## config.mk

```make
export PLATFORM = sky130hd
export DESIGN_NAME = pll_lock_supervisor
export DESIGN_NICKNAME = d
export VERILOG_FILES = /design/src/rtl/pll_lock_supervisor.sv
export SDC_FILE = /design/constraint.sdc
export NUM_CORES = 1
export LEC_CHECK = 0
export BUFFER_PORTS_ARGS = -buffer_cell sky130_fd_sc_hd__buf_2
export CAP_MARGIN = 10
export CORE_UTILIZATION = 58
export DETAILED_ROUTE_END_ITERATION = 12
export PLACE_DENSITY = 0.84
export SYNTH_ARGS = -nofsm -noshare
export SYNTH_HDL_FRONTEND = slang
export SYNTH_SLANG_ARGS = --single-unit
```

## constraint.sdc

```tcl
create_clock -name refclk -period 2.2 [get_ports refclk]
set_input_delay 0 -clock refclk [delete_from_list [all_inputs] [get_ports refclk]]
set_output_delay 0 -clock refclk [all_outputs]
set_load 0.01 [all_outputs]
```

## src/rtl/pll_lock_supervisor.sv

```systemverilog
// PLL bring-up sequencer: pulses the PLL reset, qualifies a stable lock, releases
// the core reset, and relocks on loss of lock; parks in FAULT after repeated failures.
module pll_lock_supervisor #(
  parameter int PWRUP_CYC        = 1000,
  parameter int LOCK_TIMEOUT_CYC = 500000,
  parameter int LOCK_STABLE_CYC  = 50000,
  parameter int MAX_RETRY        = 3,
  parameter int SYNC_STAGES      = 2
) (
  input  logic       refclk,
  input  logic       rst,
  input  logic       pll_locked,
  output logic       pll_rst,
  output logic       core_reset,
  output logic       ready,
  output logic       fault,
  output logic [3:0] retry_cnt,
  output logic [7:0] lost_cnt
);

  localparam int MAX_AB = (PWRUP_CYC > LOCK_TIMEOUT_CYC) ? PWRUP_CYC : LOCK_TIMEOUT_CYC;
  localparam int MAX_C  = (MAX_AB > LOCK_STABLE_CYC) ? MAX_AB : LOCK_STABLE_CYC;
  localparam int CNT_W  = $clog2(MAX_C + 1);

  localparam logic [CNT_W-1:0] PWRUP_LAST   = CNT_W'(PWRUP_CYC - 1);
  localparam logic [CNT_W-1:0] TIMEOUT_LAST = CNT_W'(LOCK_TIMEOUT_CYC - 1);
  localparam logic [CNT_W-1:0] STABLE_LAST  = CNT_W'(LOCK_STABLE_CYC - 1);
  localparam logic [3:0]       RETRY_MAX    = 4'(MAX_RETRY);

  typedef enum logic [2:0] {
    S_HOLD   = 3'd0,
    S_WAIT   = 3'd1,
    S_STABLE = 3'd2,
    S_RUN    = 3'd3,
    S_FAULT  = 3'd4
  } state_t;

  state_t                 r_state;
  state_t                 w_state_nxt;
  logic [CNT_W-1:0]       r_cnt;
  logic [SYNC_STAGES-1:0] r_sync;
  logic                   w_lock_s;
  logic                   w_fail;
  logic                   w_lost;
  logic                   r_pll_rst;
  logic                   r_core_reset;
  logic                   r_ready;
  logic                   r_fault;
  logic [3:0]             r_retry;
  logic [7:0]             r_lost;

  // pll_locked is asynchronous to refclk; only the last stage is ever observed.
  always_ff @(posedge refclk) begin
    if (rst) begin
      r_sync <= '0;
    end else begin
      r_sync <= {r_sync[SYNC_STAGES-2:0], pll_locked};
    end
  end

  assign w_lock_s = r_sync[SYNC_STAGES-1];

  // NOTE: every variable gets a default at the top so no path can infer a latch.
  always_comb begin
    w_state_nxt = r_state;
    w_fail      = 1'b0;
    w_lost      = 1'b0;
    case (r_state)
      S_HOLD: begin
        if (r_cnt == PWRUP_LAST) w_state_nxt = S_WAIT;
      end
      S_WAIT: begin
        if (w_lock_s)                    w_state_nxt = S_STABLE;
        else if (r_cnt == TIMEOUT_LAST)  w_fail      = 1'b1;
      end
      S_STABLE: begin
        if (!w_lock_s)                   w_fail      = 1'b1;
        else if (r_cnt == STABLE_LAST)   w_state_nxt = S_RUN;
      end
      S_RUN: begin
        if (!w_lock_s) begin
          w_state_nxt = S_HOLD;
          w_lost      = 1'b1;
        end
      end
      S_FAULT: w_state_nxt = S_FAULT;
      default: w_state_nxt = S_HOLD;
    endcase
    if (w_fail) w_state_nxt = (r_retry == RETRY_MAX) ? S_FAULT : S_HOLD;
  end

  // Outputs are decoded from the next state so they line up with the state register.
  // NOTE: sequential state uses non-blocking assignments so all registers update together.
  always_ff @(posedge refclk) begin
    if (rst) begin
      r_state      <= S_HOLD;
      r_cnt        <= '0;
      r_pll_rst    <= 1'b1;
      r_core_reset <= 1'b1;
      r_ready      <= 1'b0;
      r_fault      <= 1'b0;
      r_retry      <= '0;
      r_lost       <= '0;
    end else begin
      r_state <= w_state_nxt;

      if (w_state_nxt != r_state || r_state == S_RUN || r_state == S_FAULT) r_cnt <= '0;
      else                                                                  r_cnt <= r_cnt + CNT_W'(1);

      if (w_fail && r_retry != RETRY_MAX)             r_retry <= r_retry + 4'd1;
      else if (w_state_nxt == S_RUN && r_state != S_RUN) r_retry <= '0;

      if (w_lost && r_lost != 8'hFF) r_lost <= r_lost + 8'd1;

      r_pll_rst    <= (w_state_nxt == S_HOLD) || (w_state_nxt == S_FAULT);
      r_core_reset <= (w_state_nxt != S_RUN);
      r_ready      <= (w_state_nxt == S_RUN);
      r_fault      <= (w_state_nxt == S_FAULT);
    end
  end

  assign pll_rst    = r_pll_rst;
  assign core_reset = r_core_reset;
  assign ready      = r_ready;
  assign fault      = r_fault;
  assign retry_cnt  = r_retry;
  assign lost_cnt   = r_lost;

endmodule
```

# Word-level counts from Yosys, hierarchy flattened
# Index checks and enable logic that the tools add are counted.
totals:
  register_bits: 40
  inputBits: 3
  out_inout_bits: 16
  elab_cells: 52
classes:
  n_addsub: 3
  n_eq_ne: 15
  n_mux: 15
  n_reduce_logical: 10
op_table:
  columns: ["op", "n"]
  rows:
  - ["$mux W3", 7]
  - ["$add A19 B1 Y19 const B", 1]
  - ["$eq A19 B10 Y1 const B", 1]
  - ["$eq A19 B16 Y1 const B", 1]
  - ["$eq A19 B19 Y1 const B", 1]
  - ["$pmux W3 S5", 1]
  - ["$eq A3 B2 Y1 const B", 3]
  - ["$add A8 B1 Y8 const B", 1]
  - ["$mux W4", 2]
  - ["$ne A8 B8 Y1 const B", 1]
  - ["$eq A3 B3 Y1 const B", 2]
  - ["$logic_not A3 Y1", 2]
  - ["$ne A3 B2 Y1 const B", 2]
  - ["$add A4 B1 Y4 const B", 1]
  - ["$eq A4 B2 Y1 const B", 1]
  - ["$mux W1", 4]
  - ["$ne A4 B2 Y1 const B", 1]
  - ["$eq A3 B1 Y1 const B", 1]
  - ["$logic_and A1 B1 Y1", 3]
  - ["$logic_or A1 B1 Y1", 3]
  - ["$ne A3 B3 Y1", 1]
  - ["$pmux W1 S2", 1]
  - ["$reduce_bool A2 Y1", 1]
  - ["$reduce_or A2 Y1", 1]

# Depth between registers and ports, before layout
# Gate-level depths: netlist of the first run.
logic_depth:
  depth_word: 9
  depth_mapped: 7
  mapped_depth_nobuf: 6

# Worst setup path after synthesis of the first run
# OpenSTA, ideal clock, no wires.
synth_path:
  kind: "register to register"
  from: "register r_cnt[5]"
  to: "register r_retry[2], in the netlist retry_cnt[2]"
  setup_ns: 0.122
  arrival_time_ns: 1.797
  required_time_ns: 2.078
  setup_slack_ns: 0.281
  stages_incl_launch_ff: 6
  path_buffers: 0
  synth_period_minus_slack_ns: 1.919
  path_cell_list: "dfxtp_1 > or4b_1 > or3_4 > o21ai_4 > a211oi_2 > a221o_1"
synth_between:
  elab_chain_cells: 8
  elab_cells_between_ends: 16
  classes_between: "4 x eq/ne; 9 x mux; 3 x reduce/logical"
synth_lines:
  columns: ["element", "line", "rtl"]
  rows:
  - ["start: declaration", "40", "logic [CNT_W-1:0] r_cnt;"]
  - ["start signal: assignment", "108", "else r_cnt <= r_cnt + CNT_W'(1);"]
  - ["$eq A19 B16 Y1 / $eq A19 B19 Y1 (equally long branches)", "78, 74", null]
  - ["$mux W3 / $mux W1 (equally long branches)", "78, 74", null]
  - ["$mux W3 / $mux W1 (equally long branches)", "77, 73", null]
  - ["$pmux W3 S5 / $pmux W1 S2 (equally long branches)", "68", "case (r_state)"]
  - ["$mux W3", "89", "if (w_fail) w_state_nxt = (r_retry == RETRY_MAX) ? S_FAULT : S_HOLD;"]
  - ["$eq A3 B2 Y1", "111", "else if (w_state_nxt == S_RUN && r_state != S_RUN) r_retry <= '0;"]
  - ["$logic_and A1 B1 Y1", "111", null]
  - ["$reduce_bool A2 Y1 (no source line)", null, null]
  - ["end signal: assignment", "110", "if (w_fail && r_retry != RETRY_MAX) r_retry <= r_retry + 4'd1;"]
  - ["end: declaration", "49", "logic [3:0] r_retry;"]
# Several ways; a longest one is shown, not always the timed one.
# A chain may end at the register's enable or synchronous reset.

# Worst setup path in the final report of the first run
# Ends and elaborated chain as after synthesis.

==> out/summary.txt, run 1 <==
minimum clock period -> 2.041 ns
Initial Util -> 0.6179
NetSw -> 0.2547 mW
startpoint types -> flip-flop
CP Capture Type -> flip-flop
synth unique cells -> 46
Critical Path RT -> 2.45 ns
port bufs -> 18
Sink Count -> 40
WP data arrival -> 2.29 ns
Power per Cell Area -> 541.9 nW/um^2
adder-cell share of the synthesized area -> 0.01974
synthesized area -> 1902 um^2
total iterations of the first detailed-routing run -> 4
initial antenna violation count -> 0
Final period util -> 0.9279
first-pass GRT wire length -> 6.175 mm
maximum clock rate -> 489.9 MHz
vias in the first global route -> 1,413
Simple-Gate Fraction of Synth Area -> 0.2954
clock share of power -> 0.333
FP Rows -> 20
Fin. Hold Viols -> 0
max_cap viols -> 0
max-slew violations -> 0
Setup CP Type -> reg2reg
Num CTS Buffers -> 5
highest-count cells in the layout ignoring fill and taps -> 40 x dfxtp_1, 38 x nor2_1, 18 x buf_2
total global routing overflow -> 0
hold depth -> 2
internal power component -> 0.9041 mW
sequential power share -> 0.636
Async SR Flop Fraction -> 0
Crit Path Max Fanout -> 6
gr usage total -> 0.2394
Nets -> 239
unrepaired setup endpoints after global routing -> no
routability cong. -> 0.8084
CP startpoint -> r_cnt[5]
# IOs -> 19
YS warnings -> 0
Post-synth EDFFs -> 0
die footprint -> 3512 um^2
leakage power -> 0.8311 nW
Longest Clk Path Bufs -> 2
final setup fails -> 0
n_diodes -> 0
post-route ant nets -> 0
TNS Setup -> 0 ns
share of layout cells above drive strength 1 -> 0.1667
flops & latches, synth -> 40
fillers -> 267
Comb pwr share -> 0.031
R2R cell count -> 5
post-CTS sizing -> 0
syn avg cell area -> 9.143 um^2
largest net degree at the start of global routing -> 20
final core occ -> 0.6947
status -> completed
Setup Buffers After CTS -> 0
Routed WL per cell -> 13.63 um
complex-gate fraction of the synthesized area -> 0.1132
DR vias/cell -> 5.554
post-synthesis xor/xnor area fraction -> 0.1151
hold path startpoint -> rst
Max VDD drop -> 0.0003506 V
R2R Path Start -> r_cnt[5]
Synth Instances -> 208
Worst Hold Class -> in2reg
Syn Nets -> 214
Switching Fraction -> 0.2198
via count -> 1,544
Die Y-Extent -> 59.26 um
main combinational cell family by area after synthesis -> simple AND/OR/NAND/NOR gates
Slew @ Worst Pin -> 0.3965 ns
ys flop type -> dfxtp_1
Clk Latency, worst-skew pair -> 0.35 ns
HPWL after DPL -> 2.732 mm
clock slew at reported path FFs -> 0.11 ns
Residual DRC -> 0
core area -> 3078 um^2
area grow syn2layout -> 12.43%
Clock Skew -> 0.004967 ns
total wire length -> 3.789 mm
die span in x -> 59.26 um
Slew HR -> 0.7351
CTS tree -> built
multiplexer area fraction after synthesis -> 0.01118
most common cell after layout, fill and taps aside -> dfxtp_1
initial drt markers -> 58
# H-tree levels -> 2
register area share after synthesis -> 0.4211
root buf cell -> clkbuf_4
[final cells by class]
class	count	area, um^2	area share
flip-flops and latches	40	800.8	0.3745
clock buffers	8	58.81	0.02750
repair buffers	25	157.7	0.07373
well taps	44	55.05	0.02575
inverters	3	11.26	0.005266
multi-input cells	158	1055	0.4933
[worst max-delay path: stages, from the launching register on]
cell and delay [ns]:
dfxtp_1 0.37, or4b_1 0.55, or3_4 0.41, o21ai_4 0.17, a211oi_2 0.09, a221o_1 0.36
[layer usage]
layer	global-route usage	routed length, um
met4	0.1122	82
met2	0.3981	1790
met3	0.05895	165
met5	0	0
met1	0.2893	1750
[sequential cells by signal (all words and copies together) (netlist names)]
name / flops
retry_cnt: 4
fault: 1
core_reset: 1
ready: 1
pll_rst: 1
r_state: 3
lost_cnt: 8
r_sync: 2
r_cnt: 19
[final timing paths]
check / endpoint / slack, ns
worst max-delay path: retry_cnt[2] / 0.16
worst min-delay path: lost_cnt[1] / 0.02
worst max register to register: retry_cnt[2] / 0.16
worst min register to register: r_sync[1] / 0.45
[kinds of logic (layout without fill, tap and decap cells)]
group	Yosys count	count (layout)
AOI/OAI and AO/OA	21	21
xor gates and xnor gates	25	25
adders and majority gates	3	3
buffers and inverters	10	36
DFF	40	40
muxes	2	2
and+or+nand+nor	107	107
[stage by stage]
step	std cells	total power, mW	area [um^2]	hold slack (ns)	worst slack (ns)
final	278	1.159	2138	0.01993	0.1586
after global routing	278	1.203	2138	0.02360	0.07721
after global placement	269	0.7863	2069	0.2101	0.2392
after detailed placement	269	0.7882	2069	0.2164	0.1771
after floorplan	208	0.7779	1902	0.1282	0.2813
after CTS	278	1.170	2138	0.01283	0.1767
[power groups by stage]
stage               Clock (mW)  Sequential, mW  Combinational (mW)
floorplan                    0           0.750              0.0275
global placement             0           0.753              0.0334
detailed placement           0           0.753              0.0348
CTS                      0.397           0.737              0.0362
global route             0.426           0.738              0.0385
finish                   0.386           0.737              0.0359
[what timing repair did]
item                                    4_1_cts  5_1_grt
hold buffers                                  1        0
hold endpoints to repair                      1        0
endpoints found under the setup margin        0        0
[synth_stat cells (all sizes together) (3+ instances only)]
| cell | number | share of area |
|---|---|---|
| inv | 3 | 0.0059 |
| or3 | 3 | 0.012 |
| nor2 | 39 | 0.078 |
| a211oi | 3 | 0.014 |
| nor2b | 4 | 0.013 |
| and2 | 3 | 0.0099 |
| nand3 | 8 | 0.021 |
| nor3b | 4 | 0.016 |
| nand2 | 11 | 0.022 |
| dfxtp | 40 | 0.42 |
| nor3 | 7 | 0.018 |
| ha | 3 | 0.020 |
| and3 | 9 | 0.030 |
| o21ai | 3 | 0.014 |
| clkbuf | 5 | 0.0099 |
| nand4 | 10 | 0.033 |
| xor2 | 15 | 0.069 |
| xnor2 | 10 | 0.046 |
No activity file was read; power rests on OpenSTA's default activity.
==> run 2, diff against run 1 <==
CORE_ASPECT_RATIO = 1.4   (was not set)
==> out/summary.txt, run 2 (synthesized netlist as in run 1, its figures left out) <==
Worst Hold Class -> in2reg (unchanged)
Slew HR -> 0.7010 (was 0.7351)
unrepaired setup endpoints after global routing -> no (unchanged)
CP max-delay cell -> or4b_1 (unchanged)
Nets -> 239 (unchanged)
Die Y-Extent -> 69.76 um (was 59.26 um)
Initial Util -> 0.6090 (was 0.6179)
startpoint types -> flip-flop (unchanged)
CTS tree -> built (unchanged)
leakage power -> 0.8399 nW (was 0.8311 nW)
Routed WL per cell -> 13.47 um (was 13.63 um)
via count -> 1,535 (was 1,544)
root buf cell -> clkbuf_8 (was clkbuf_4)
share of layout cells above drive strength 1 -> 0.1709 (was 0.1667)
CP Capture Type -> flip-flop (unchanged)
FP Rows -> 24 (was 20)
first-pass GRT wire length -> 6.389 mm (was 6.175 mm)
max-slew violations -> 0 (unchanged)
Crit Path Max Fanout -> 6 (unchanged)
final core occ -> 0.6923 (was 0.6947)
die span in x -> 50.40 um (was 59.26 um)
initial antenna violation count -> 0 (unchanged)
clock slew at reported path FFs -> 0.08 ns (was 0.11 ns)
port bufs -> 18 (unchanged)
Clk Latency, worst-skew pair -> 0.30 ns (was 0.35 ns)
# H-tree levels -> 2 (unchanged)
total iterations of the first detailed-routing run -> 4 (unchanged)
most common cell after layout, fill and taps aside -> dfxtp_1 (unchanged)
Biggest register -> r_cnt (unchanged)
post-route ant nets -> 0 (unchanged)
gr usage total -> 0.2393 (was 0.2394)
fillers -> 253 (was 267)
# IOs -> 19 (unchanged)
initial drt markers -> 35 (was 58)
WHS Endpoint -> lost_cnt[6] (was lost_cnt[1])
total wire length -> 3.676 mm (was 3.789 mm)
minimum clock period -> 2.009 ns (was 2.041 ns)
maximum clock rate -> 497.7 MHz (was 489.9 MHz)
Power per Cell Area -> 581.1 nW/um^2 (was 541.9 nW/um^2)
Longest Clk Path Bufs -> 2 (unchanged)
hold path startpoint -> rst (unchanged)
Num CTS Buffers -> 5 (unchanged)
max reg flops -> 19 (unchanged)
Sink Count -> 40 (unchanged)
core area -> 3123 um^2 (was 3078 um^2)
highest-count cells in the layout ignoring fill and taps -> 40 x dfxtp_1, 38 x nor2_1, 18 x buf_2 (unchanged)
die footprint -> 3515 um^2 (was 3512 um^2)
post-CTS sizing -> 0 (unchanged)
Setup Buffers After CTS -> 0 (unchanged)
Max VDD drop -> 0.0005085 V (was 0.0003506 V)
Fin. Hold Viols -> 0 (unchanged)
Clock Skew -> 0.004490 ns (was 0.004967 ns)
final setup fails -> 0 (unchanged)
crit path buf inv count -> 0 (unchanged)
n_diodes -> 0 (unchanged)
Critical Path RT -> 2.39 ns (was 2.45 ns)
status -> completed (unchanged)
TNS Setup -> 0 ns (unchanged)
Residual DRC -> 0 (unchanged)
DR vias/cell -> 5.623 (was 5.554)
RR Endpoint -> retry_cnt[2] (unchanged)
Final period util -> 0.9132 (was 0.9279)
R2R Path Start -> r_cnt[5] (unchanged)
Cell Chain, Critical Path -> or4b_1, or3_4, o21ai_4, a211oi_2, a221o_1 (unchanged)
R2R setup slack -> 0.19 ns (was 0.16 ns)
Setup CP Type -> reg2reg (unchanged)
WP data arrival -> 2.20 ns (was 2.29 ns)
crit-path max cell delay -> 0.53 ns (was 0.55 ns)
largest net degree at the start of global routing -> 20 (unchanged)
Largest delay share family, worst path -> simple AND/OR/NAND/NOR gates (unchanged)
total global routing overflow -> 0 (unchanged)
R2R cell count -> 5 (unchanged)
Slew @ Worst Pin -> 0.4475 ns (was 0.3965 ns)
HPWL after DPL -> 2.687 mm (was 2.732 mm)
area grow syn2layout -> 13.68% (was 12.43%)
max_cap viols -> 0 (unchanged)
hold depth -> 2 (unchanged)
routability cong. -> 0.8967 (was 0.8084)
vias in the first global route -> 1,490 (was 1,413)
## run 2: through the flow
step / cells / hold WS, ns / instance area [um^2] / total power, mW / setup WS, ns
CTS: 273 / 0.06888 / 2162 / 1.263 / 0.1861
floorplan: 208 / 0.1282 / 1902 / 0.7779 / 0.2813
finish: 273 / 0.06862 / 2162 / 1.256 / 0.1909
global route: 273 / 0.1045 / 2162 / 1.295 / 0.09376
global placement: 264 / 0.2106 / 2063 / 0.7864 / 0.2269
detailed placement: 264 / 0.2179 / 2063 / 0.7873 / 0.2089
## run 2: where the power goes
group / switching (mW) / total (mW) / internal (mW)
Sequential: 0.00607 / 0.736 / 0.730
Clock: 0.260 / 0.485 / 0.225
Combinational: 0.0193 / 0.0354 / 0.0161
## run 2: repair_timing
item | CTS | global route
hold endpoints to repair | 1 | 0
endpoints found under the setup margin | 0 | 0
hold buffers | 1 | 0
## run 2: layout make-up
class | count | area (um^2) | share of cell area
clock buffers | 6 | 72.57 | 0.03356
multi-input cells | 158 | 1055 | 0.4878
clock inverters | 2 | 16.27 | 0.007523
repair buffers | 25 | 157.7 | 0.07292
well taps | 39 | 48.80 | 0.02257
flip-flops and latches | 40 | 800.8 | 0.3704
inverters | 3 | 11.26 | 0.005208
## run 2: layer usage
layer  part of all wire  track usage
met5                  0            0
met4              0.026       0.1235
met1               0.41       0.2579
met3              0.033      0.06360
met2               0.53       0.4148
## run 2: worst max-delay path by stage
stage / start / endpoint / slack (ns) / depth (start not counted)
floorplan: r_cnt[5] / retry_cnt[2] / 0.28 / 5
CTS: r_cnt[5] / retry_cnt[2] / 0.19 / 5
global placement: r_cnt[5] / retry_cnt[2] / 0.23 / 5
global route: r_cnt[5] / retry_cnt[2] / 0.09 / 5
detailed placement: r_cnt[5] / retry_cnt[2] / 0.21 / 5
finish: r_cnt[5] / retry_cnt[2] / 0.19 / 5
==> run 3, diff against run 2 <==
CELL_PAD_IN_SITES_DETAIL_PLACEMENT = 1   (was not set)
CELL_PAD_IN_SITES_GLOBAL_PLACEMENT = 2   (was not set)
CORE_UTILIZATION = 36   (was 58)
PLACE_DENSITY = 0.83   (was 0.84)
==> out/summary.txt, run 3 (synthesized netlist as in run 1, its figures left out) <==
status -> completed (unchanged)
crit path buf inv count -> 1 (was 0)
sequential power share -> 0.579 (was 0.586)
initial antenna violation count -> 0 (unchanged)
final setup fails -> 0 (unchanged)
vias in the first global route -> 1,610 (was 1,490)
Max VDD drop -> 0.0002263 V (was 0.0005085 V)
die span in x -> 63.43 um (was 50.40 um)
Routed WL per cell -> 14.87 um (was 13.47 um)
busiest grt layer -> met2 (unchanged)
post-layout worst setup margin -> 0.1839 ns (was 0.1909 ns)
Cell Chain, Critical Path -> ha_1, and4_1, nand4_1, or3_1, a2bb2oi_4, buf_12, nor2_1 (was or4b_1, or3_4, o21ai_4, a211oi_2, a221o_1)
WP data arrival -> 2.20 ns (about the same)
crit-path max cell delay -> 0.44 ns (was 0.53 ns)
DR vias/cell -> 5.356 (was 5.623)
hold path startpoint -> rst (unchanged)
Power per Cell Area -> 579.2 nW/um^2 (was 581.1 nW/um^2)
total global routing overflow -> 0 (unchanged)
R2R Path Start -> r_cnt[0] (was r_cnt[5])
Crit Path Max Fanout -> 19 (was 6)
NetSw -> 0.2764 mW (was 0.2852 mW)
share of layout cells above drive strength 1 -> 0.1752 (was 0.1709)
Switching Fraction -> 0.2172 (was 0.2270)
routability cong. -> 0.7471 (was 0.8967)
clock share of power -> 0.393 (was 0.386)
Worst Hold Class -> in2reg (unchanged)
Die Y-Extent -> 88 um (was 69.76 um)
Comb pwr share -> 0.028 (about the same)
Pwr Total -> 1.272 mW (was 1.256 mW)
CP max-delay cell -> or3_1 (was or4b_1)
WHS Endpoint -> lost_cnt[0] (was lost_cnt[6])
Nets -> 239 (unchanged)
first-pass GRT wire length -> 7.624 mm (was 6.389 mm)
Fin. Hold Viols -> 0 (unchanged)
R2R cell count -> 7 (was 5)
post-CTS sizing -> 0 (unchanged)
highest-count cells in the layout ignoring fill and taps -> 40 x dfxtp_1, 38 x nor2_1, 18 x buf_2 (unchanged)
max-slew violations -> 0 (unchanged)
GR Layer Usage met3 -> 0.03906 (was 0.06360)
gr usage total -> 0.1778 (was 0.2393)
maximum clock rate -> 496.0 MHz (was 497.7 MHz)
Setup CP Type -> reg2reg (unchanged)
total wire length -> 4.432 mm (was 3.676 mm)
CP Capture Type -> flip-flop (unchanged)
final cell count without fillers -> 298 (was 273)
# IOs -> 19 (unchanged)
max_cap viols -> 0 (unchanged)
internal power component -> 0.9961 mW (was 0.9712 mW)
Longest Clk Path Bufs -> 2 (unchanged)
die footprint -> 5582 um^2 (was 3515 um^2)
CTS tree -> built (unchanged)
Biggest register -> r_cnt (unchanged)
Final period util -> 0.9164 (was 0.9132)
TNS Setup -> 0 ns (unchanged)
met2 global-route usage -> 0.3279 (was 0.4148)
Slew HR -> 0.6956 (was 0.7010)
Placed Area -> 2095 um^2 (was 2063 um^2)
Critical Path RT -> 2.39 ns (about the same)
Sink Count -> 40 (unchanged)
initial drt markers -> 71 (was 35)
Clk Latency, worst-skew pair -> 0.29 ns (was 0.30 ns)
HPWL after DPL -> 3.252 mm (was 2.687 mm)
Largest delay share family, worst path -> simple AND/OR/NAND/NOR gates (unchanged)
Initial Util -> 0.3838 (was 0.6090)
Num CTS Buffers -> 5 (unchanged)
Place WS -> 0.1972 ns (was 0.2089 ns)
most common cell after layout, fill and taps aside -> dfxtp_1 (unchanged)
max reg flops -> 19 (unchanged)
design area -> 2197 um^2 (was 2162 um^2)
final core occ -> 0.4434 (was 0.6923)
via count -> 1,596 (was 1,535)
port bufs -> 18 (unchanged)
unrepaired setup endpoints after global routing -> no (unchanged)
post-route ant nets -> 0 (unchanged)
root buf cell -> clkbuf_8 (unchanged)
core area -> 4955 um^2 (was 3123 um^2)
n_diodes -> 0 (unchanged)
minimum clock period -> 2.016 ns (was 2.009 ns)
area grow syn2layout -> 15.53% (was 13.68%)
R2R setup slack -> 0.18 ns (was 0.19 ns)
RR Endpoint -> r_cnt[5] (was retry_cnt[2])
total iterations of the first detailed-routing run -> 4 (unchanged)
startpoint types -> flip-flop (unchanged)
Clock Skew -> 0.006304 ns (was 0.004490 ns)
placed insts -> 289 (was 264)
grt met1 use -> 0.1837 (was 0.2579)
FP Rows -> 30 (was 24)
hold depth -> 2 (unchanged)
Residual DRC -> 0 (unchanged)
worst hold margin -> 0.07337 ns (was 0.06862 ns)
# H-tree levels -> 2 (unchanged)
Slew @ Worst Pin -> 0.4556 ns (was 0.4475 ns)
leakage power -> 0.8495 nW (was 0.8399 nW)
largest net degree at the start of global routing -> 20 (unchanged)
clock slew at reported path FFs -> 0.08 ns (about the same)
-- run 3: cell types whose count changed in the layout (fill, tap and decap cells not counted) --
| cell | change |
|---|---|
| clkinv_4 | -1 |
| clkinv_2 | +2 |
| clkbuf_1 | -1 |
| clkinvlp_4 | -1 |
| clkbuf_8 | +1 |
-- run 3: final cells by class --
type	instances	area [um^2]
clock buffers	6	82.58
clock inverters	2	10.01
fillers	618	2758
inverters	3	11.26
multi-input cells	158	1055
flip-flops and latches	40	800.8
well taps	64	80.08
repair buffers	25	157.7
-- run 3: worst max-delay path by stage --
stage              from            to  slack, ns  depth (start not counted)
6_report       r_cnt[0]      r_cnt[5]       0.18                          7
5_1_grt        r_cnt[5]  retry_cnt[2]       0.09                          5
4_1_cts        r_cnt[0]      r_cnt[8]       0.17                          7
3_5_place_dp   r_cnt[0]      r_cnt[8]       0.20                          7
3_3_place_gp   r_cnt[5]  retry_cnt[2]       0.22                          5
2_1_floorplan  r_cnt[5]  retry_cnt[2]       0.28                          5
-- run 3: per-layer routing --
| metal | vias up | wire [um] |
|---|---|---|
| met5 | - | 0 |
| met4 | 0 | 132 |
| met3 | 12 | 115 |
| met2 | 26 | 2420 |
| met1 | 780 | 1764 |
| li1 | 778 | - |
-- run 3: worst reg2reg max path: cells and delay by family, from the launching register on --
family	cells	cell delay, ns
flops	1	0.36
simple gates	4	0.94
compound gates	1	0.19
fa+ha+maj	1	0.27
buf+inv	1	0.16
-- run 3: power by group through the flow --
stage | clock (mW) | sequential (mW) | combinational (mW)
2_1_floorplan | 0 | 0.750 | 0.0275
3_3_place_gp | 0 | 0.753 | 0.0352
4_1_cts | 0.526 | 0.737 | 0.0370
6_report | 0.500 | 0.737 | 0.0362
5_1_grt | 0.555 | 0.738 | 0.0408
3_5_place_dp | 0 | 0.754 | 0.0355
-- run 3: what timing repair did --
item	CTS	global route
hold endpoints to repair	1	0
hold buffers	1	0
setup endpoints to repair	0	0
buffers inserted	0	0
